`config.mk`:
```
export PLATFORM = sky130hd
export DESIGN_NAME = lock_sequencer
export DESIGN_NICKNAME = d
export VERILOG_FILES = /design/src/rtl/lock_sequencer.sv
export SDC_FILE = /design/constraint.sdc
export NUM_CORES = 1
export LEC_CHECK = 0
export CAP_MARGIN = 10
export CORE_ASPECT_RATIO = 1.1
export CORE_MARGIN = 4
export CORE_UTILIZATION = 50
export DETAILED_ROUTE_END_ITERATION = 8
export GPL_TIMING_DRIVEN = 0
export PLACE_DENSITY = 0.78
export RECOVER_POWER = 100
export SLEW_MARGIN = 40
export SYNTH_ARGS = -nofsm -noshare
export SYNTH_HDL_FRONTEND = slang
export SYNTH_SLANG_ARGS = --single-unit
```
`constraint.sdc`:
```
create_clock -name clk -period 6.5 [get_ports clk]
set_clock_uncertainty 0.05 [all_clocks]
set_input_delay 0.65 -clock clk [delete_from_list [all_inputs] [get_ports clk]]
set_output_delay 0.65 -clock clk [all_outputs]
set_load 0.02 [all_outputs]
```
`src/rtl/lock_sequencer.sv`:
```
// lock_sequencer: canal lock transit controller.
// Equalizes the pound, opens each gate, and tracks boat entry/exit.
module lock_sequencer #(
    parameter int unsigned ARRIVAL_TICKS = 5,
    parameter int unsigned GATE_TICKS    = 3,
    parameter int unsigned TIMEOUT_TICKS = 15
) (
    input  logic       clk,
    input  logic       reset,
    input  logic       boat_req,
    input  logic       boat_entered,
    input  logic       boat_exited,
    input  logic [3:0] inside_lvl,
    input  logic [3:0] arriv_lvl,
    input  logic [3:0] dept_lvl,
    output logic       raise,
    output logic       lower,
    output logic       open_arriv,
    output logic       open_dept,
    output logic       five_min,
    output logic       boat_ack,
    output logic       busy,
    output logic [2:0] state
);

    localparam int unsigned MAX_AG = (ARRIVAL_TICKS > GATE_TICKS) ?
                                     ARRIVAL_TICKS : GATE_TICKS;
    localparam int unsigned MAX_T  = (MAX_AG > TIMEOUT_TICKS) ?
                                     MAX_AG : TIMEOUT_TICKS;
    localparam int unsigned CW     = $clog2(MAX_T + 2);

    localparam logic [CW-1:0] ARR_C   = CW'(ARRIVAL_TICKS);
    localparam logic [CW-1:0] GATE_C  = CW'(GATE_TICKS);
    localparam logic [CW-1:0] TMO_C   = CW'(TIMEOUT_TICKS);
    localparam logic [CW-1:0] CNT_MAX = {CW{1'b1}};

    typedef enum logic [2:0] {
        IDLE      = 3'd0,
        PREP_ARR  = 3'd1,
        OPEN_ARR  = 3'd2,
        SEAL_IN   = 3'd3,
        PREP_DEPT = 3'd4,
        OPEN_DEPT = 3'd5,
        SEAL_OUT  = 3'd6,
        FAULT     = 3'd7
    } state_t;

    state_t        cur;
    state_t        nxt;
    logic [CW-1:0] cnt;
    logic [CW-1:0] cnt_nxt;
    logic          seen;
    logic          seen_nxt;
    logic          arr_eq;
    logic          dep_eq;
    logic          open_st;
    logic          hit;

    assign arr_eq  = (inside_lvl == arriv_lvl);
    assign dep_eq  = (inside_lvl == dept_lvl);
    assign open_st = (cur == OPEN_ARR) || (cur == OPEN_DEPT);
    // A pulse on the gate-closing cycle still counts as seen.
    assign hit     = seen | ((cur == OPEN_ARR) ? boat_entered : boat_exited);

    always_ff @(posedge clk) begin
        if (reset) begin
            cur  <= IDLE;
            cnt  <= '0;
            seen <= 1'b0;
        end else begin
            cur  <= nxt;
            cnt  <= cnt_nxt;
            seen <= seen_nxt;
        end
    end

    always_comb begin
        nxt = cur;
        case (cur)
            IDLE:      if (boat_req) nxt = PREP_ARR;
            PREP_ARR: begin
                if (!boat_req)                  nxt = IDLE;
                else if (cnt == '0 && arr_eq)   nxt = OPEN_ARR;
            end
            OPEN_ARR: begin
                if (!arr_eq)                    nxt = FAULT;
                else if (hit && cnt >= GATE_C)  nxt = SEAL_IN;
                else if (!hit && cnt >= TMO_C)  nxt = IDLE;
            end
            SEAL_IN:   nxt = PREP_DEPT;
            PREP_DEPT: if (dep_eq) nxt = OPEN_DEPT;
            OPEN_DEPT: begin
                if (!dep_eq)                    nxt = FAULT;
                else if (hit && cnt >= GATE_C)  nxt = SEAL_OUT;
            end
            SEAL_OUT:  nxt = IDLE;
            FAULT:     nxt = FAULT;
            default:   nxt = IDLE;
        endcase

        // Shared counter: countdown in PREP_ARR, dwell in the OPEN states.
        cnt_nxt = '0;
        if (nxt == PREP_ARR) begin
            if (cur != PREP_ARR)   cnt_nxt = ARR_C;
            else if (cnt != '0)    cnt_nxt = cnt - 1'b1;
        end else if (nxt == OPEN_ARR || nxt == OPEN_DEPT) begin
            if (cur != nxt)        cnt_nxt = CW'(1);
            else if (cnt != CNT_MAX) cnt_nxt = cnt + 1'b1;
            else                   cnt_nxt = cnt;
        end

        seen_nxt = (open_st && cur == nxt) ? hit : 1'b0;
    end

    always_comb begin
        raise      = 1'b0;
        lower      = 1'b0;
        open_arriv = 1'b0;
        open_dept  = 1'b0;
        five_min   = 1'b0;
        boat_ack   = 1'b0;
        case (cur)
            PREP_ARR: begin
                five_min = 1'b1;
                raise    = (inside_lvl < arriv_lvl);
                lower    = (inside_lvl > arriv_lvl);
            end
            PREP_DEPT: begin
                raise = (inside_lvl < dept_lvl);
                lower = (inside_lvl > dept_lvl);
            end
            OPEN_ARR:  open_arriv = 1'b1;
            OPEN_DEPT: open_dept  = 1'b1;
            SEAL_OUT:  boat_ack   = 1'b1;
            default: ;
        endcase
    end

    assign busy  = (cur != IDLE);
    assign state = cur;

endmodule

```
# Word-level counts from Yosys, hierarchy flattened
# Index checks and enable logic that the tools add are counted.
[word_totals] register_bits=9 word_cells=65 in_bits=17
[classes] n_lt_le_gt_ge=6 eq_ne=17 addsub=2 bitwise=2 n_reduce_logical=12 mux=23
[ops] operator="2-to-1 mux 5 bit" n=6
[ops] operator="2-to-1 mux 3 bit" n=9
[ops] operator="case mux 3 bit (8 select lines)" n=1
[ops] operator="== test 3 bit, second input constant" n=5
[ops] operator="== test 3 x 2 -> 1 bit, second input constant" n=3
[ops] operator="== test 4 bit" n=2
[ops] operator="greater-than comparator 4 bit" n=2
[ops] operator="< comparator 4 bit" n=2
[ops] operator="== test 3 x 1 -> 1 bit, second input constant" n=2
[ops] operator="adder 5 x 1 -> 5 bit, second input constant" n=1
[ops] operator="greater-or-equal comparator 5 x 2 -> 1 bit, second input constant" n=1
[ops] operator="greater-or-equal comparator 5 x 4 -> 1 bit, second input constant" n=1
[ops] operator="zero test 5 bit" n=1
[ops] operator="2-to-1 mux 1 bit" n=5
[ops] operator="inequality test 5 bit, second input constant" n=1
[ops] operator="nonzero test 5 bit" n=1
[ops] operator="subtractor 5 x 1 -> 5 bit, second input constant" n=1
[ops] operator="logical AND 1 bit" n=4
[ops] operator="inequality test 4 x 2 -> 1 bit, second input constant" n=1
[ops] operator="case mux 1 bit (2 select lines)" n=2
[ops] operator="== test 3 bit" n=1
[ops] operator="zero test 3 bit" n=1
[ops] operator="inequality test 3 x 1 -> 1 bit, second input constant" n=1
[ops] operator="inequality test 3 bit" n=1
[ops] operator="6 further kinds" n=7

# Depth between registers and ports, before layout
[logic_depth] ltp_word=13 mapped_depth=10

# Worst setup path after synthesis
# OpenSTA, ideal clock, no wires.
[synth_path] kind="input to register" startpoint="input port dept_lvl[3]" endpoint="register cnt[1]" setup_ns=0.060 t_arrival_ns=2.733 required_time_ns=6.390 path_stages=9 setup_slack_ns=3.657 path_cell_list="inv_1 -> ha_1 -> nand4_1 -> o311ai_0 -> a31oi_1 -> a311o_1 -> mux2_4 -> o31ai_2 -> o2111a_1"
[synth_via] elab_chain_cells=7 word_cells_on_any_way=13 cone_classes="eq/ne: 6; mux: 6; reduce/logical: 1"
[synth_rtl] item="start: declaration" line_no="15" text="input logic [3:0] dept_lvl,"
[synth_rtl] item="== test 4 bit (*)" line_no="60" text="assign dep_eq = (inside_lvl == dept_lvl);"
[synth_rtl] item="2-to-1 mux 3 bit, on equally long branches" line_no="93, 91"
[synth_rtl] item="case mux 3 bit (8 select lines) (*)" line_no="79" text="case (cur)"
[synth_rtl] item="inequality test 3 bit, or another cell as far along" line_no="107" text="if (cur != nxt) cnt_nxt = CW'(1);"
[synth_rtl] item="2-to-1 mux 5 bit or logical OR 1 bit (tied branches)" line_no="107, 106"
[synth_rtl] item="2-to-1 mux 5 bit" line_no="106" text="end else if (nxt == OPEN_ARR || nxt == OPEN_DEPT) begin"
[synth_rtl] item="2-to-1 mux 5 bit" line_no="103" text="if (nxt == PREP_ARR) begin"
[synth_rtl] item="end signal: assignment" line_no="72" text="cnt <= cnt_nxt;"
[synth_rtl] item="end: declaration" line_no="50" text="logic [CW-1:0] cnt;"
# Every way passes the cells marked *; elsewhere a longest branch is shown, timed or not.
# A chain may end at the register's enable or synchronous reset.

# Worst setup path after layout
[layout_path] startpoint="input port inside_lvl[1]" endpoint="output port raise"
[layout_via] elab_chain_cells=2 word_cells_on_any_way=3 cone_classes="order compare: 2; mux: 1"
[layout_rtl] item="start: declaration" line_no="13" text="input logic [3:0] inside_lvl,"
[layout_rtl] item="< comparator 4 bit, on equally long branches" line_no="129, 125"
[layout_rtl] item="case mux 1 bit (2 select lines) (*)" line_no="122" text="case (cur)"
[layout_rtl] item="end: declaration" line_no="16" text="output logic raise,"
# Marks and branches as above.

==> results by group <==
Final layout
  • Final standard cell area without fillers: roughly 1500 µm²
  • Layout Nets: 208
  • Fraction of final layout cells with drive strength greater than 1: approximately a tenth
  • Relative area change from synthesis to final layout: 27.7%
  • # diodes: 0
  • Most common cell after layout, fill and taps aside: clkdlybuf4s50_1
  • Most used cells in the layout excluding fill and tap cells: clkdlybuf4s50_1, inv_1, ha_1

Power
  • P_leak: about 0.65 nW
  • Largest vdd supply drop: roughly 0.095 mV
  • Power per cell area: between 100 and 150 nW/µm²

Floorplan
  • I/O Pins: 27
  • Initial cell density of the core: 54.9%
  • Die Span Y: between 50 and 60 µm
  • Die width: roughly 54 µm
  • Die footprint: 3120 µm²
  • Area of the core: 2080 µm²
  • Number of placement rows: 17

Timing
  • Maximum clock frequency: between 200 and 300 MHz
  • Slew headroom: 34.8%
  • Setup_tns: 0 ns
  • Final Cycle Share: 56.1%
  • Unrepaired setup endpoints after global routing: no
  • Final setup fails: 0
  • Final Hold Viols: 0
  • Worst slew pin tran: 0.975 ns
  • Max-slew violation total from the final report: 0
  • Minimum clock period after layout: around 3.6 ns

Synthesis
  • Netlist area before placement: approximately 1100 µm²
  • Prevailing post-synth register cell: dfxtp_1
  • Library cells used by synthesis: just over 50
  • Flip-flop and latch count after synthesis: 9
  • Cell accounting for the most synthesized area: dfxtp_1
  • Mean Syn Cell Area: 7.78 µm²
  • Synthesized net count: approximately 180
  • Number of synthesized flops with an enable pin: 0
  • Area share of the leading cell type in the synthesized netlist: 15.8%
  • Leading cell types by total area after synthesis: dfxtp_1, ha_1, inv_1, nor3_1, o21ai_0
  • Sequential cell area fraction in the yosys report: 15.8%
  • Fraction of registers with async set/reset: 0%
  • Post-Synthesis Cells: around 150
  • Synthesis warning total: 0

Clocking
  • Number of sinks driven by the clock tree: 9
  • Clock buffer count from CTS: 3
  • CTS tree: built
  • Clock input transition at the sequential cells of the worst setup and hold paths: about 0.070 ns
  • CTS H-tree depth: 1
  • Clock tree root buffer cell: clkbuf_4
  • CTS Hold Buffers Added: 0
  • Worst-skew pair later-pin latency: ~0.27 ns
  • Cells resized by post-CTS repair: 0
  • Number of buffers on the longest clock path: 2
  • Buffers inserted by post-CTS timing repair: 0

Outcome
  • Status: finished clean

Global routing
  • Total gr overflow: 0
  • Gr usage total: between 20% and 30%
  • Maximum number of pins on one net before global-route repair: 11
  • Antenna violations before repair: 0
  • Via count of the first global-routing pass: about 1100
  • First-pass GRT wire length: approximately 5 mm

Detailed routing
  • Iteration-0 DRC count of the detailed router: between 40 and 50
  • Number of vias in the routed layout: between 1000 and 1500
  • Average wire length per cell after detail routing: 15.5 µm
  • 1st-pass router iterations: 4
  • Remaining DRCs: 0
  • DR vias/cell: between 5 and 6
  • WL final: 3.18 mm
  • Antenna violation net count after detailed routing: 0

Critical path
  • CP Max Fanout: 2
  • Kind of launch point of the worst setup path: input pin
  • Critical path data arrival time: ~3 ns
  • Critical Path Sink Type: primary output
  • Kind of critical path: input pin to primary output
  • Data required time at the worst endpoint: 5.80 ns

Min path
  • Type of the most critical hold path: flip-flop to flip-flop

Place
  • Port Buf Inserts: 26
  • Placed wire-length estimate after detailed placement: about 2.5 mm
  • Cell area reported after detailed placement: about 1400 µm²
  • Global placement routability congestion: around 0.9

Flow run
  • Number of max-cap violations: 0
## kinds of logic after synthesis
| group | after synthesis | share of synthesized area [%] |
|---|---|---|
| multiplexers | 2 | 2.19 |
| XOR/XNOR | 3 | 2.30 |
| AO/OA/AOI/OAI | 43 | 29.3 |
| adder cells (fa/ha/maj) | 13 | 14.2 |
| buffers and inverters | 20 | 7.44 |
| flip-flops | 9 | 15.8 |
| AND/OR/NAND/NOR | 57 | 28.8 |
## critical path, stage by stage
cell and delay [ns]:
dlygate4sd3_1 0.57, ha_1 0.32, nor2b_1 0.13, o21ai_0 0.15, nand2b_1 0.07, a21oi_1 0.19
a32o_1 0.19, dlygate4sd3_1 0.68
## per-layer routing
layer / track usage (%) / routed length (µm)
met1: 24.7 / 1320
met2: 38.5 / 1550
met3: 3.60 / 221
met4: 11.3 / 90
met5: 0 / 0
## sequential cells by signal, summed over array words and instances, names as in the netlist
signal and flops:
state 3, cnt 5, seen 1
## per-stage QoR
step | total power [W] | hold WS [ns] | setup WS [ns] | cells | util (%)
after CTS | 0.000215 | 0.580 | 3.01 | 205 | 70.3
after global placement | 0.000164 | 0.548 | 2.91 | 201 | 69.0
after detailed placement | 0.000168 | 0.572 | 2.80 | 201 | 69.0
after global routing | 0.000227 | 0.606 | 2.70 | 205 | 70.0
after floorplan | 0.000133 | 0.527 | 3.66 | 147 | -
final | 0.000212 | 0.580 | 2.86 | 205 | 70.0
## layout make-up
cell class,instances,area (µm²)
flip-flops and latches,9,180
inverters,14,52.6
repair buffers,26,260
plain buffers,6,32.5
clock buffers,4,26.3
multi-input cells,118,873
well taps,28,35.0
fillers,195,624
## final timing paths
kind | cells after the start | end | slack, ns | start
setup / recovery | 8 | raise | 2.86 | inside_lvl[1]
hold / removal | 1 | cnt[4]$_SDFFE_PP0P_ | 0.58 | cnt[4]$_SDFFE_PP0P_
hold reg to reg | 1 | cnt[4]$_SDFFE_PP0P_ | 0.58 | cnt[4]$_SDFFE_PP0P_
setup reg to reg | 10 | cnt[2]$_SDFFE_PP0P_ | 3.36 | cnt[0]$_SDFFE_PP0P_
## power by group
group | internal [W] | switching (W) | leakage, nW
clock | 0.0000238 | 0.0000222 | 0.0150
sequential | 0.0000586 | 0.00000322 | 0.0732
combinational | 0.0000483 | 0.0000560 | 0.559
## cells in the mapped netlist, types with 2 or more instances
cell type  instances
nor2b_1            2
buf_2              2
and3_1             4
or3b_4             2
nand3_1            5
dfxtp_1            9
nor4b_1            2
ha_1              13
a31o_2             2
a21oi_1            6
nand2_1            9
xnor2_1            3
or3_1              4
inv_1             14
o211ai_1           2
a31oi_1            2
nand2b_1           2
nand4_1            3
o221a_1            2
clkbuf_1           2
o21ai_0            8
o311ai_0           3
o31ai_1            2
nor2_1            10
nor3_1             8
No activity file was read; power rests on OpenSTA's default activity.
